### config.mk
export PLATFORM = sky130hd
export DESIGN_NAME = midi_oscillator_flat
export DESIGN_NICKNAME = d
export VERILOG_FILES = /design/src/rtl/osc_pkg.sv /design/src/rtl/midi_oscillator_if.sv /design/src/rtl/note_to_inc.sv /design/src/rtl/midi_oscillator.sv /design/src/flat_wrapper.sv
export SDC_FILE = /design/constraint.sdc
export NUM_CORES = 1
export LEC_CHECK = 0
export CELL_PAD_IN_SITES_DETAIL_PLACEMENT = 1
export CELL_PAD_IN_SITES_GLOBAL_PLACEMENT = 1
export CORE_MARGIN = 2
export CORE_UTILIZATION = 43
export DETAILED_ROUTE_END_ITERATION = 7
export HOLD_SLACK_MARGIN = 0.08
export PLACE_DENSITY_LB_ADDON = 0.15
export REMOVE_ABC_BUFFERS = 1
export SLEW_MARGIN = 15
export SYNTH_ARGS = -nofsm -noshare
export SYNTH_HDL_FRONTEND = slang
export SYNTH_HIERARCHICAL = 1
export SYNTH_SLANG_ARGS = --single-unit
### constraint.sdc
create_clock -name clk -period 5.9 [get_ports clk]
set_clock_uncertainty 0.2 [all_clocks]
set_input_delay 1.475 -clock clk [delete_from_list [all_inputs] [get_ports clk]]
set_output_delay 1.475 -clock clk [all_outputs]
set_load 0.1 [all_outputs]
### src/rtl/osc_pkg.sv
// Shared constants, waveform mode encoding and the top-octave increment table
// generator for the MIDI oscillator.
package osc_pkg;

  localparam int unsigned TOP_OCTAVE = 10;
  localparam int unsigned SEMITONES  = 12;
  localparam int unsigned NOTE_W     = 7;
  localparam int unsigned SEMI_W     = 4;
  localparam int unsigned OCT_W      = 4;
  localparam int unsigned MODE_W     = 2;
  localparam int unsigned LEVEL_W    = 7;

  typedef enum logic [MODE_W-1:0] {
    WAVE_SQUARE   = 2'd0,
    WAVE_SAW      = 2'd1,
    WAVE_TRIANGLE = 2'd2,
    WAVE_PULSE    = 2'd3
  } wave_mode_e;

  // Phase step for semitone 'semi' of the top octave (MIDI 120+semi), rounded.
  function automatic logic [63:0] top_inc(input int unsigned semi,
                                          input int unsigned phase_w,
                                          input int unsigned clk_hz);
    real freq;
    real steps;
    freq  = 440.0 * (2.0 ** ((real'(TOP_OCTAVE * SEMITONES) + real'(semi) - 69.0) / 12.0));
    steps = freq * (2.0 ** real'(phase_w)) / real'(clk_hz);
    return 64'(longint'($floor(steps + 0.5)));
  endfunction

endpackage

### src/rtl/midi_oscillator_if.sv
// Control and sample bus of the MIDI oscillator.
interface midi_oscillator_if import osc_pkg::*; #(
  parameter int unsigned OUT_W = 24
) ();

  logic                     note_valid;
  logic [NOTE_W-1:0]        note;
  logic                     gate;
  logic [LEVEL_W-1:0]       volume;
  logic [MODE_W-1:0]        mode;
  logic [LEVEL_W-1:0]       duty;
  logic                     busy;
  logic signed [OUT_W-1:0]  value;

  modport master (
    output note_valid, note, gate, volume, mode, duty,
    input  busy, value
  );

  modport slave (
    input  note_valid, note, gate, volume, mode, duty,
    output busy, value
  );

endinterface

### src/rtl/note_to_inc.sv
// Converts a MIDI note number into a phase increment by repeated subtraction
// of 12 (octave count) followed by a shift of the top-octave table entry.
module note_to_inc import osc_pkg::*; #(
  parameter int unsigned CLK_HZ  = 50_000_000,
  parameter int unsigned PHASE_W = 32
) (
  input  logic               clk,
  input  logic               reset,
  input  logic               note_valid_i,
  input  logic [NOTE_W-1:0]  note_i,
  output logic [PHASE_W-1:0] inc_o,
  output logic               busy_o
);

  typedef enum logic [1:0] {
    ST_IDLE = 2'd0,
    ST_DIV  = 2'd1,
    ST_LOAD = 2'd2
  } state_e;

  state_e              state_q;
  logic [OCT_W-1:0]    oct_q;
  logic [NOTE_W-1:0]   rem_q;
  logic [PHASE_W-1:0]  inc_q;
  logic                busy_q;
  logic [PHASE_W-1:0]  top_tbl [SEMITONES];

  // Top-octave increments, fixed at elaboration.
  for (genvar s = 0; s < SEMITONES; s++) begin : g_top_inc
    localparam logic [63:0] TOP_INC_S = top_inc(s, PHASE_W, CLK_HZ);
    assign top_tbl[s] = PHASE_W'(TOP_INC_S);
  end

  // Converter FSM; requests arriving outside IDLE are dropped.
  always_ff @(posedge clk) begin
    if (reset) begin
      state_q <= ST_IDLE;
      oct_q   <= '0;
      rem_q   <= '0;
      inc_q   <= '0;
      busy_q  <= 1'b0;
    end else begin
      unique case (state_q)
        ST_IDLE: begin
          if (note_valid_i) begin
            state_q <= ST_DIV;
            oct_q   <= '0;
            rem_q   <= note_i;
            busy_q  <= 1'b1;
          end
        end
        ST_DIV: begin
          if (rem_q >= NOTE_W'(SEMITONES)) begin
            rem_q <= rem_q - NOTE_W'(SEMITONES);
            oct_q <= oct_q + OCT_W'(1);
          end else begin
            state_q <= ST_LOAD;
          end
        end
        ST_LOAD: begin
          inc_q   <= top_tbl[rem_q[SEMI_W-1:0]] >> (OCT_W'(TOP_OCTAVE) - oct_q);
          state_q <= ST_IDLE;
          busy_q  <= 1'b0;
        end
        default: begin
          state_q <= ST_IDLE;
          busy_q  <= 1'b0;
        end
      endcase
    end
  end

  assign inc_o  = inc_q;
  assign busy_o = busy_q;

endmodule

### src/rtl/midi_oscillator.sv
// MIDI note oscillator: phase accumulator followed by a registered waveform
// shaper and a registered volume scaler.
module midi_oscillator import osc_pkg::*; #(
  parameter int unsigned CLK_HZ  = 50_000_000,
  parameter int unsigned PHASE_W = 32,
  parameter int unsigned OUT_W   = 24
) (
  input  logic            clk,
  input  logic            reset,
  midi_oscillator_if.slave bus
);

  localparam int unsigned PROD_W = OUT_W + 8;
  localparam logic [OUT_W-1:0]        HALF  = {1'b1, {(OUT_W-1){1'b0}}};
  localparam logic [OUT_W-1:0]        AMP_U = {1'b0, {(OUT_W-1){1'b1}}};
  localparam logic signed [OUT_W-1:0] AMP   = $signed(AMP_U);

  logic [PHASE_W-1:0]        inc_w;
  logic                      busy_w;
  logic [PHASE_W-1:0]        phase_q, phase_d;
  logic [OUT_W-1:0]          top_bits_w, tri_bits_w;
  logic signed [OUT_W-1:0]   raw_q, raw_d;
  logic                      gate1_q;
  logic signed [PROD_W-1:0]  prod_w;
  logic signed [OUT_W-1:0]   value_q, value_d;

  note_to_inc #(
    .CLK_HZ  (CLK_HZ),
    .PHASE_W (PHASE_W)
  ) u_conv (
    .clk          (clk),
    .reset        (reset),
    .note_valid_i (bus.note_valid),
    .note_i       (bus.note),
    .inc_o        (inc_w),
    .busy_o       (busy_w)
  );

  // Accumulate while gated, otherwise park at phase 0.
  always_comb begin
    phase_d = '0;
    if (bus.gate) phase_d = phase_q + inc_w;
  end

  assign top_bits_w = phase_q[PHASE_W-1 -: OUT_W];
  assign tri_bits_w = phase_q[PHASE_W-2 -: OUT_W];

  // Stage 1: shape the current phase into a full-scale signed sample.
  always_comb begin
    raw_d = '0;
    unique case (wave_mode_e'(bus.mode))
      WAVE_SQUARE:   raw_d = phase_q[PHASE_W-1] ? -AMP : AMP;
      WAVE_SAW:      raw_d = $signed(top_bits_w ^ HALF);
      WAVE_TRIANGLE: raw_d = phase_q[PHASE_W-1] ? $signed(AMP_U - tri_bits_w)
                                                : $signed(tri_bits_w ^ HALF);
      WAVE_PULSE:    raw_d = (phase_q[PHASE_W-1 -: LEVEL_W] < bus.duty) ? AMP : -AMP;
    endcase
  end

  assign prod_w = PROD_W'(raw_q) * PROD_W'($signed({1'b0, bus.volume}));

  // Stage 2: scale by volume/128 with floor rounding; silent when ungated.
  always_comb begin
    value_d = '0;
    if (gate1_q) value_d = OUT_W'(prod_w >>> 7);
  end

  // Phase and pipeline registers.
  always_ff @(posedge clk) begin
    if (reset) begin
      phase_q <= '0;
      raw_q   <= '0;
      gate1_q <= 1'b0;
      value_q <= '0;
    end else begin
      phase_q <= phase_d;
      raw_q   <= raw_d;
      gate1_q <= bus.gate;
      value_q <= value_d;
    end
  end

  assign bus.busy  = busy_w;
  assign bus.value = value_q;

endmodule

### src/flat_wrapper.sv
// flat-port wrapper written by rule: the top's interface ports become plain ports
module midi_oscillator_flat import osc_pkg::*;
#(
  parameter int unsigned CLK_HZ  = 50_000_000,
  parameter int unsigned PHASE_W = 32,
  parameter int unsigned OUT_W   = 24
)
  (clk, reset, bus_note_valid, bus_note, bus_gate, bus_volume, bus_mode, bus_duty, bus_busy, bus_value);
  midi_oscillator_if #(.OUT_W(OUT_W)) bus_i ();
  input  logic clk;
  input  logic reset;
  input wire logic [$bits(bus_i.note_valid)-1:0] bus_note_valid;
  input wire logic [$bits(bus_i.note)-1:0] bus_note;
  input wire logic [$bits(bus_i.gate)-1:0] bus_gate;
  input wire logic [$bits(bus_i.volume)-1:0] bus_volume;
  input wire logic [$bits(bus_i.mode)-1:0] bus_mode;
  input wire logic [$bits(bus_i.duty)-1:0] bus_duty;
  output wire logic [$bits(bus_i.busy)-1:0] bus_busy;
  output wire logic [$bits(bus_i.value)-1:0] bus_value;
  assign bus_i.note_valid = bus_note_valid;
  assign bus_i.note = bus_note;
  assign bus_i.gate = bus_gate;
  assign bus_i.volume = bus_volume;
  assign bus_i.mode = bus_mode;
  assign bus_i.duty = bus_duty;
  assign bus_busy = bus_i.busy;
  assign bus_value = bus_i.value;
  midi_oscillator #(.CLK_HZ(CLK_HZ), .PHASE_W(PHASE_W), .OUT_W(OUT_W)) u_core (.clk(clk), .reset(reset), .bus(bus_i));
endmodule
After elaboration in Yosys (flattened, before gate mapping)
Memory sizes are Yosys's and may differ from the RTL's.
Index checks and enable logic that the tools add are counted.

storage, ports and cells
  bits in registers = 127
  latch bits = 0
  bits in writable memories = 0
  ROM bits = 512
  output and inout port bits = 25
  word-level logic and storage cells = 59
  memories = 1

memories
  name              depth  width  rd ports  clocked after Yosys merged registers in  wr ports  RTL line           source
  (name not given)  16     32     1         0                                        0         note_to_inc.sv:61  inc_q <= top_tbl[rem_q[SEMI_W-1:0]] >> (OCT_W'(TOP_OCTAVE) - oct_q);

cells by class
  add/sub/neg operators = 5
  multiply operators = 1
  div/mod/pow operators = 0
  magnitude comparators = 3
  equal/unequal tests = 8
  shift-type cells = 1
  mux-type cells = 17
  bitwise operators = 6
  reduce and logical (&&, ||, !) cells = 8

operator list
  kind                                                                count
  case mux 24 bit (4 select lines)                                    1
  two-way mux 24 bit                                                  3
  two-way mux 32 bit                                                  2
  adder 32 bit                                                        1
  >> shifter 32 x 4 -> 32 bit                                         1
  multiplier 24 x 8 -> 31 bit                                         1
  subtractor 23 x 24 -> 24 bit (first input constant)                 1
  two-way mux 7 bit                                                   2
  case mux 7 bit (2 select lines)                                     1
  two-way mux 4 bit                                                   2
  case mux 4 bit (2 select lines)                                     1
  greater-or-equal comparator 7 x 4 -> 1 bit (second input constant)  1
  < comparator 7 bit                                                  1
  subtractor 7 x 4 -> 7 bit (second input constant)                   1
  == test 2 bit (second input constant)                               3
  != test 2 bit (second input constant)                               3
  greater-or-equal comparator 5 bit (second input constant)           1
  inverter 1 bit                                                      5
  inverter 4 -> 5 bit                                                 1
  adder 4 x 1 -> 4 bit (second input constant)                        1
  == test 2 x 1 -> 1 bit (second input constant)                      2
  zero test 2 bit                                                     2
  two-way mux 2 bit                                                   2
  case mux 2 bit (2 select lines)                                     1
  other kinds (7)                                                     9

Logic depth before layout (Yosys ltp)
Gate-level depths: netlist of the first run.

  depth after elaboration = 5
  gate-level depth with buffers = 18

By module
Netlist of the first run, hierarchy kept.

modules (own cells, without submodules)
  module           times used  cells each  area an instance (um2)  sequential area each (um2)
  midi_oscillator  1           1,319       10,789.1                1,621.6
  note_to_inc      1           416         3,072.9                 700.7

Least setup slack after synthesis of the first run
Ideal clock, no wire load.

  path type = input port to flip-flop
  from = input port bus_volume[4]
  to = register u_core.value_q[22], in the netlist u_core/bus.value[22]
  arrival time = 5.597 ns
  slack = -0.024 ns
  stages on the path = 17
  cell sequence = clkbuf_1 -> and2_1 -> fa_1 -> fa_1 -> fa_1 -> inv_1 -> fa_1 -> inv_1 -> ha_1 -> buf_2 -> and3_1 -> a2111o_1 -> a31oi_1 -> a41oi_2 -> a31oi_2 -> xor2_1 -> nor2_1

on the way
  cells in the longest elaborated chain, start to end = 1

ends and longest elaborated chain
  item                         RTL line               source
  start, declared              flat_wrapper.sv:15     input wire logic [$bits(bus_i.volume)-1:0] bus_volume;
  multiplier 24 x 8 -> 31 bit  midi_oscillator.sv:60  assign prod_w = PROD_W'(raw_q) * PROD_W'($signed({1'b0, bus.volume}));
  end signal, assigned         midi_oscillator.sv:79  value_q <= value_d;
  end, declared                midi_oscillator.sv:25  logic signed [OUT_W-1:0] value_q, value_d;

Every way passes these cells.
A chain may end at the register's enable or synchronous reset.

Final worst setup path of the first run
Ends and elaborated chain as after synthesis.

==> results.yml, run 1 <==
hold_path:
  whs_endpoint: "u_core/u_conv/inc_o[15]$_SDFFE_PP0N_"
  hold_path_class: "reg -> reg"
  hold_start: "u_core/u_conv/inc_o[15]$_SDFFE_PP0N_"
  min_path_cells: 2
timing:
  hold_viol: 0
  worst_slack_ns: 0.141
  setup_viol: 0
  final_max_slew_viol_count: 0
  relSlewSlack_pct: 29.6
  whs_ns: 0.280
  fmax_mhz: 174
  period_share_pct: 97.6
  fin_crit_ns: 5.76
  worst_pin_slew_ns: 1.05
setup_path:
  worstReg2RegStart: "u_core/raw_q[4]$_SDFF_PP0_"
  critPathCaptureType: "flop"
  crit_arrival_ns: 5.85
  rrSetupSlack_ns: 0.99
  crit-reg2reg-capture: "u_core/bus.value[14]$_SDFF_PP0_"
  required_ns: 5.99
  worst-setup-path-type: "in -> reg"
  r2r_cells: 18
  start_kind: "primary input"
  critPathMaxFanout: 9
floorplanning:
  die_h_um: 184
  start_util_pct: 43.8
  rows: 65
  dieArea_um2: 33700
  pin_count: 52
  core_area_um2: 31600
  die_x_um: 184
final_layout:
  final_nets: 2078
  insertedDiodeCount: 0
  area_growth_syn_to_layout_pct: 17.1
  drive_gt1_share_pct: 11.5
  finalNonFillerCells: 2237
yosys:
  synth_top_cell_by_area: "fa_1"
  yosysWarnings: 6
  synth_top_area_share_pct: 17.9
  synth_top_flop_cell: "dfxtp_1"
  synth_cells: 1735
  syn_area_um2: 13900
  ys_seq_elements: 116
  synth.avg_cell_area_um2: 7.99
  seq_area_frac_synth_pct: 16.8
  synth.distinct_cells: 95
  async_reset_ff_share_pct: 0
  ys_top_cells_by_area: "fa_1 18%, dfxtp_1 17%, ha_1 9.5%"
  synth_edf_count: 0
clock_network:
  clk_pin_slew_ns: 0.06
  clk_latency_ns: 0.45
  cts_tree: "done"
  cts_buffer_depth: 2
  cts.sinks: 116
  cts-root-buf: "clkbuf_16"
  cts_max_level: 4
  cts_inserted_buffers: 17
global_route:
  grt_pass1_vias: 12800
  track_usage_pct: 23.7
  overflow: 0
  grt_antenna_before_repair: 0
  grt_max_degree: 61
  grt_pass1_wl_um: 64500
detailed_routing:
  drt_iter0_drc: 488
  wl_per_cell_um: 17.4
  drt_wl_total_um: 39000
  via_per_inst: 5.46
  drc: 0
  drtAntennaViolNets: 0
  drtPass1Iterations: 5
  vias: 12200
placement:
  place.gp.congestion: 0.842
  hpwlAfterDp_um: 29700
  port_buffers: 51
  place_inst: 2199
  dpl_worst_slack_ns: -0.763
power:
  power.density_nw_per_um2: 406
  netSwitchingFraction_pct: 46.8
  power_frac_comb_pct: 68.4
  p_clk_share_pct: 16.6
  intPower_mw: 3.51
  p_leak_nw: 7.48
  ir_drop_mv: 0.242
  p_sw_mw: 3.08
  p_seq_share_pct: 15.0
flow_run:
  max_cap_violations: 0
status:
  status: "finished clean"
==> state kept, by name (all words and copies together), names as in the netlist, 2 cells and up <==
register,cells
u_core/u_conv/oct_q,4
u_core/phase_q,32
u_core/u_conv/rem_q,7
u_core/u_conv/state_q,2
u_core/bus.value,24
u_core/raw_q,24
u_core/u_conv/inc_o,21
==> per-layer routing <==
| metal | wire [um] | up-vias | GRT usage (%) | share of wire, % |
|---|---|---|---|---|
| met4 | 654 | 0 | 6.91 | 1.7 |
| met2 | 19700 | 192 | 42.1 | 51 |
| met5 | 0 | - | 0 | 0 |
| met3 | 1050 | 39 | 2.89 | 2.7 |
| met1 | 17600 | 6051 | 30.1 | 45 |
| li1 | - | 5940 | - | - |
==> synth_stat cells (7+ instances only) <==
cell / n
inv_1: 190
nor2_1: 179
nand2_1: 154
and2_1: 137
fa_1: 124
dfxtp_1: 116
ha_1: 105
a21oi_1: 104
clkbuf_1: 55
xnor2_1: 51
o21ai_0: 43
nand2b_1: 42
a21o_1: 31
xor2_1: 27
buf_2: 24
nor2b_1: 23
nand3_1: 22
nor3_1: 21
a31oi_1: 20
and3_1: 15
nand4_1: 14
o21a_1: 13
o211ai_1: 12
a22oi_1: 11
buf_4: 11
mux2i_1: 11
o21ai_1: 11
o22ai_1: 9
a311oi_1: 8
o31ai_1: 8
nor3b_1: 7
==> final cells by class <==
cell class | count | area (um2)
well taps | 402 | 503
fillers | 3798 | 15400
multi-input cells | 1336 | 10600
flip-flops and latches | 116 | 2320
clock inverters | 15 | 186
inverters | 193 | 724
clock buffers | 17 | 425
repair buffers | 158 | 1490
==> through the flow <==
| stage | area, um2 | utilization, % | power, mW | setup TNS [ns] |
|---|---|---|---|---|
| 6_report | 16200 | 51.3 | 6.59 | 0 |
| 2_1_floorplan | 13400 | - | 3.69 | 0 |
| 3_5_place_dp | 15300 | 48.3 | 5.23 | -11.44 |
| 5_1_grt | 16200 | 51.3 | 7.18 | -0.0241 |
| 3_3_place_gp | 15300 | 48.3 | 5.11 | -9.64 |
| 4_1_cts | 16100 | 50.9 | 6.49 | 0 |
==> critical path, cell delays in order <==
cell and delay, ns:
clkbuf_4 0.15, buf_12 0.15, and2_1 0.16, fa_1 0.51
fa_1 0.52, fa_1 0.54, inv_1 0.05, fa_1 0.52
inv_1 0.06, ha_4 0.25, and3_1 0.19, a2111o_1 0.43
a31oi_4 0.20, a41oi_4 0.06, buf_12 0.17, a31oi_4 0.19
xor2_1 0.15, nor2_1 0.05
==> power by group through the flow <==
stage / clock [mW] / sequential, mW / combinational, mW
finish: 1.10 / 0.987 / 4.51
global route: 1.16 / 0.999 / 5.03
CTS: 1.12 / 0.986 / 4.38
detailed placement: 0 / 1.00 / 4.23
global placement: 0 / 0.999 / 4.11
floorplan: 0 / 1.34 / 2.35
==> cell usage in the layout, fill, tap and decap left out, drive strengths merged, types with 42 or more instances in the layout <==
cell and instances:
and2 137, fa 124, ha 105, buf 106, a21oi 105, clkdlybuf4s50 45
xnor2 52, o21ai 54, nor2 180, inv 202, dfxtp 116, nand2b 42
nand2 156
==> logic make-up after synthesis <==
logic type	synth area share [%]
AOI/OAI and AO/OA	17.6
xor gates and xnor gates	5.05
adders and majority gates	27.4
buffers and inverters	8.72
DFF	16.8
muxes	1.53
other	0.0271
and+or+nand+nor	22.9
==> repair_timing <==
action | in CTS | in global routing
gates cloned | 3 | 1
setup buffers | 1 | 1
pin swaps | 19 | 13
hold buffers | 0 | 0
setup endpoints to repair | 17 | 17
gates resized for setup | 29 | 28
==> worst max-delay path by stage <==
stage	startpoint	to	slack [ns]	cells after the start
6_report	bus_volume[4]	u_core/bus.value[22]$_SDFF_PP0_	0.14	18
5_1_grt	bus_volume[2]	u_core/bus.value[22]$_SDFF_PP0_	-0.02	18
4_1_cts	bus_volume[2]	u_core/bus.value[22]$_SDFF_PP0_	0.02	18
3_5_place_dp	bus_volume[4]	u_core/bus.value[21]$_SDFF_PP0_	-0.76	18
3_3_place_gp	bus_volume[4]	u_core/bus.value[18]$_SDFF_PP0_	-0.62	18
2_1_floorplan	bus_volume[4]	u_core/bus.value[22]$_SDFF_PP0_	0.15	15
Note: power is estimated with default switching activity, not from simulation.
==> run 2, diff against run 1 <==
- SETUP_SLACK_MARGIN: not set -> 0.2
==> results.yml, run 2 (synthesis results as in run 1) <==
status:
  status: "finished clean"
clock_network:
  cts-root-buf: "clkbuf_16"
  cts_inserted_buffers: 17
  cts_max_level: 4
  clk_latency_ns: 0.45
  cts_buffer_depth: 2
  clk_pin_slew_ns: 0.06
  cts_tree: "done"
  cts.sinks: 116
power:
  power.density_nw_per_um2: 420
  ir_drop_mv: 0.248
  p_leak_nw: 7.51
setup_path:
  critPathMaxFanout: 8
  start_kind: "primary input"
  crit_arrival_ns: 5.71
  critPathCaptureType: "flop"
  crit_start: "bus_volume[4]"
  r2r_cells: 18
  crit-reg2reg-capture: "u_core/bus.value[14]$_SDFF_PP0_"
  rrSetupSlack_ns: 1.10
  worst-setup-path-type: "in -> reg"
  required_ns: 5.98
  worstReg2RegStart: "u_core/raw_q[4]$_SDFF_PP0_"
  crit_path_end: "u_core/bus.value[22]$_SDFF_PP0_"
timing:
  setup_viol: 0
  final_max_slew_viol_count: 0
  fmax_mhz: 178
  period_share_pct: 95.3
  whs_ns: 0.278
  fin_crit_ns: 5.63
  rsz0062_at_grt: "no"
  tns_ns: 0
  hold_viol: 0
  relSlewSlack_pct: 29.7
  worst_pin_slew_ns: 1.05
hold_path:
  hold_path_class: "reg -> reg"
final_layout:
  largest-register: "u_core/phase_q"
  insertedDiodeCount: 0
  area_growth_syn_to_layout_pct: 19.5
  final_cell_mix: "181 x inv_1, 174 x nor2_1, 151 x nand2_1"
  largest_reg_flops: 32
  drive_gt1_share_pct: 14.4
  fillCellCount: 3756
  final_nets: 2084
  layout.cells.most_common: "inv_1"
floorplanning:
  pin_count: 52
  start_util_pct: 43.8
  dieArea_um2: 33700
  core_area_um2: 31600
  die_x_um: 184
  die_h_um: 184
  rows: 65
global_route:
  track_usage_pct: 24.2
  grt_pass1_vias: 12900
  grt_max_degree: 61
  grt_pass1_wl_um: 65600
  overflow: 0
  grt_antenna_before_repair: 0
detailed_routing:
  drt_iter0_drc: 495
  top_layer: "met4"
  vias: 12300
  drc: 0
  wl_met3_um: 981
  via_per_inst: 5.46
  drtAntennaViolNets: 0
  drtPass1Iterations: 4
  drt_wl_total_um: 40200
  wl_per_cell_um: 17.9
  wl_met2_um: 20300
  drt-met1-wl_um: 18000
placement:
  hpwlAfterDp_um: 29700
  port_buffers: 51
  place.gp.congestion: 0.842
flow_run:
  max_cap_violations: 0
## run 2: cell type report
type	instances	area, um2	share of cell area, %
sequential	116	2320	14.0
timing repair buffer	164	1600	9.67
clock inverter	15	186	1.13
clock buffer	17	425	2.57
tap	402	503	3.04
multi-input combinational	1336	10800	65.2
inverter	193	724	4.38
## run 2: routing by layer
metal / GRT usage, % / up-vias
met2: 43.5 / 188
met1: 30.5 / 6066
li1: - / 5951
met3: 2.71 / 52
met5: 0 / -
met4: 7.46 / 0
## run 2: where the power goes
part	internal, mW	total (mW)	switching [mW]	leakage, nW
registers	0.886	0.988	0.102	0.948
logic	2.17	4.88	2.70	6.26
clock network	0.643	1.10	0.453	0.303
## run 2: repair_timing
item                                    4_1_cts  5_1_grt
gates cloned                                  5        1
hold buffers                                  0        0
endpoints found under the setup margin       19       18
resized for setup                            51       72
buffers inserted                              1        5
pin swaps                                    29       66
## run 2: per-stage QoR
| stage | setup slack, ns | power [mW] | instance area (um2) | cells | util, % |
|---|---|---|---|---|---|
| 2_1_floorplan | 0.154 | 3.69 | 13400 | 1645 | - |
| 3_3_place_gp | -0.619 | 5.11 | 15300 | 2199 | 48.3 |
| 3_5_place_dp | -0.763 | 5.23 | 15300 | 2199 | 48.3 |
| 4_1_cts | 0.203 | 6.60 | 16300 | 2237 | 51.4 |
| 5_1_grt | 0.0994 | 7.55 | 16600 | 2243 | 52.3 |
| 6_report | 0.275 | 6.96 | 16600 | 2243 | 52.3 |
## run 2: how the worst min path moves through the flow
stage	slack (ns)	cells past startpoint	from	endpoint
6_report	0.28	2	u_core/u_conv/inc_o[15]$_SDFFE_PP0N_	u_core/u_conv/inc_o[15]$_SDFFE_PP0N_
3_5_place_dp	0.27	2	u_core/u_conv/inc_o[15]$_SDFFE_PP0N_	u_core/u_conv/inc_o[15]$_SDFFE_PP0N_
3_3_place_gp	0.26	2	u_core/u_conv/inc_o[15]$_SDFFE_PP0N_	u_core/u_conv/inc_o[15]$_SDFFE_PP0N_
5_1_grt	0.31	2	u_core/u_conv/busy_o$_SDFFE_PP0P_	u_core/u_conv/busy_o$_SDFFE_PP0P_
4_1_cts	0.27	2	u_core/u_conv/inc_o[15]$_SDFFE_PP0N_	u_core/u_conv/inc_o[15]$_SDFFE_PP0N_
2_1_floorplan	0.23	2	u_core/u_conv/inc_o[15]$_SDFFE_PP0N_	u_core/u_conv/inc_o[15]$_SDFFE_PP0N_
## run 2: worst max-delay path, stage by stage
cell	delay [ns]
buf_6	0.11
bufbuf_16	0.27
and2_1	0.15
fa_1	0.50
fa_2	0.43
fa_1	0.57
inv_2	0.04
fa_2	0.53
inv_2	0.05
ha_4	0.15
a21o_1	0.17
a2111o_1	0.41
a31oi_4	0.22
a41oi_4	0.06
buf_12	0.18
a31oi_4	0.19
xor2_1	0.16
nor2_1	0.05
==> run 3, diff against run 2 <==
- CAP_MARGIN: not set -> 20
- CORE_UTILIZATION: 43 -> 45
- DONT_BUFFER_PORTS: not set -> 1
==> results.yml, run 3 (synthesis results as in run 1) <==
floorplanning:
  dieArea_um2: 32200
  rows: 64
  die_h_um: 180
  core_area_um2: 30400
  start_util_pct: 45.6
  pin_count: 52
  die_x_um: 180
timing:
  worst_pin_slew_ns: 1.05
  relSlewSlack_pct: 30.2
  period_share_pct: 92.9
  rsz0062_at_grt: "no"
  final_max_slew_viol_count: 0
  setup_viol: 0
  fmax_mhz: 182
  whs_ns: 0.272
  hold_viol: 0
  tns_ns: 0
  worst_slack_ns: 0.418
  fin_crit_ns: 5.48
clock_network:
  post-cts-setup-buffers: 0
  cts-root-buf: "clkbuf_16"
  cts_buffer_depth: 2
  clk_latency_ns: 0.44
  clk_pin_slew_ns: 0.06
  cts_max_level: 4
  cts.sinks: 116
  cts_inserted_buffers: 17
  cts_tree: "done"
detailed_routing:
  vias: 11600
  drc: 0
  drt_iter0_drc: 451
  drt_wl_total_um: 37400
  wl_per_cell_um: 17.8
  via_per_inst: 5.55
  drtAntennaViolNets: 0
  drtPass1Iterations: 5
final_layout:
  largest_reg_flops: 32
  area_growth_syn_to_layout_pct: 6.07
  stdcell_area_um2: 14700
  largest-register: "u_core/phase_q"
  drive_gt1_share_pct: 5.81
  final_cell_mix: "190 x inv_1, 179 x nor2_1, 154 x nand2_1"
  postLayoutCoreUtil_pct: 48.3
  layout.cells.most_common: "inv_1"
  finalNonFillerCells: 2100
  final_nets: 1946
global_route:
  grt_antenna_before_repair: 1
  grt_pass1_wl_um: 63500
  track_usage_pct: 23.7
  overflow: 0
  grt_max_degree: 67
  grt_pass1_vias: 12600
power:
  finalPower_mw: 5.59
  ir_drop_mv: 0.205
  p_clk_share_pct: 18.1
  intPower_mw: 2.82
  power.density_nw_per_um2: 380
  p_seq_share_pct: 24.1
  p_leak_nw: 6.76
  p_sw_mw: 2.76
  netSwitchingFraction_pct: 49.4
  power_frac_comb_pct: 57.8
placement:
  dpl_worst_slack_ns: -0.133
  port_buffers: 0
  place_inst: 2066
  placed_cell_area_um2: 14100
  hpwlAfterDp_um: 29100
  place.gp.congestion: 0.836
setup_path:
  worst-setup-path-type: "in -> reg"
  start_kind: "primary input"
  critPathCaptureType: "flop"
  critPathMaxFanout: 24
  required_ns: 6.02
  crit_arrival_ns: 5.60
status:
  status: "finished clean"
hold_path:
  hold_path_class: "reg -> reg"
flow_run:
  max_cap_violations: 0
## run 3: cell count changes in the layout (fill, tap and decap cells not counted), sizes merged
cell,before,now
diode,0,1
clkbuf,19,17
clkdlybuf4s50,45,0
clkinvlp,0,1
bufinv,2,1
buf,113,26
bufbuf,4,0
clkinv,4,7
inv,202,199
## run 3: repair_timing
item                                    4_1_cts  5_1_grt
endpoints found under the setup margin        0        3
resized for setup                             0        2
hold buffers                                  0        0
## run 3: power by group through the flow
stage / combinational, mW / clock, mW / sequential [mW]
floorplan: 2.35 / 0 / 1.34
global placement: 3.09 / 0 / 1.36
detailed placement: 3.22 / 0 / 1.36
CTS: 3.25 / 1.05 / 1.35
global route: 3.70 / 1.07 / 1.36
finish: 3.23 / 1.01 / 1.35
## run 3: critical path, cell delays in order
cell and delay [ns]:
and2_1 0.15, fa_1 0.56, fa_1 0.44, fa_1 0.54, inv_1 0.06, fa_1 0.53
inv_1 0.04, ha_1 0.32, a21oi_1 0.22, o21ai_0 0.22, a311oi_2 0.37, o22ai_1 0.13
a31oi_1 0.22, mux2i_1 0.22, nand2_1 0.07
## run 3: cell type report
class                      instances  area, um2
tap                              396        495
clock inverter                    15        144
fill                            3749      15700
antenna                            1       2.50
sequential                       116       2320
timing repair buffer              26        203
clock buffer                      17        425
inverter                         193        724
multi-input combinational       1336      10400
## run 3: final timing paths
| check | from | to | slack [ns] | depth (start not counted) |
|---|---|---|---|---|
| max | bus_volume[4] | u_core/bus.value[21]$_SDFF_PP0_ | 0.42 | 15 |
| min | u_core/u_conv/inc_o[15]$_SDFFE_PP0N_ | u_core/u_conv/inc_o[15]$_SDFFE_PP0N_ | 0.27 | 2 |
| min reg2reg | u_core/u_conv/inc_o[15]$_SDFFE_PP0N_ | u_core/u_conv/inc_o[15]$_SDFFE_PP0N_ | 0.27 | 2 |
| max reg2reg | u_core/raw_q[3]$_SDFF_PP0_ | u_core/bus.value[11]$_SDFF_PP0_ | 1.00 | 16 |
## run 3: metal layers
metal  up-vias  routed length, um  track usage [%]
met3        44                837             2.78
met1      5789              17300             30.2
met2       154              18500             42.0
met5         -                  0                0
li1       5659                  -                -
met4         0                680             7.38
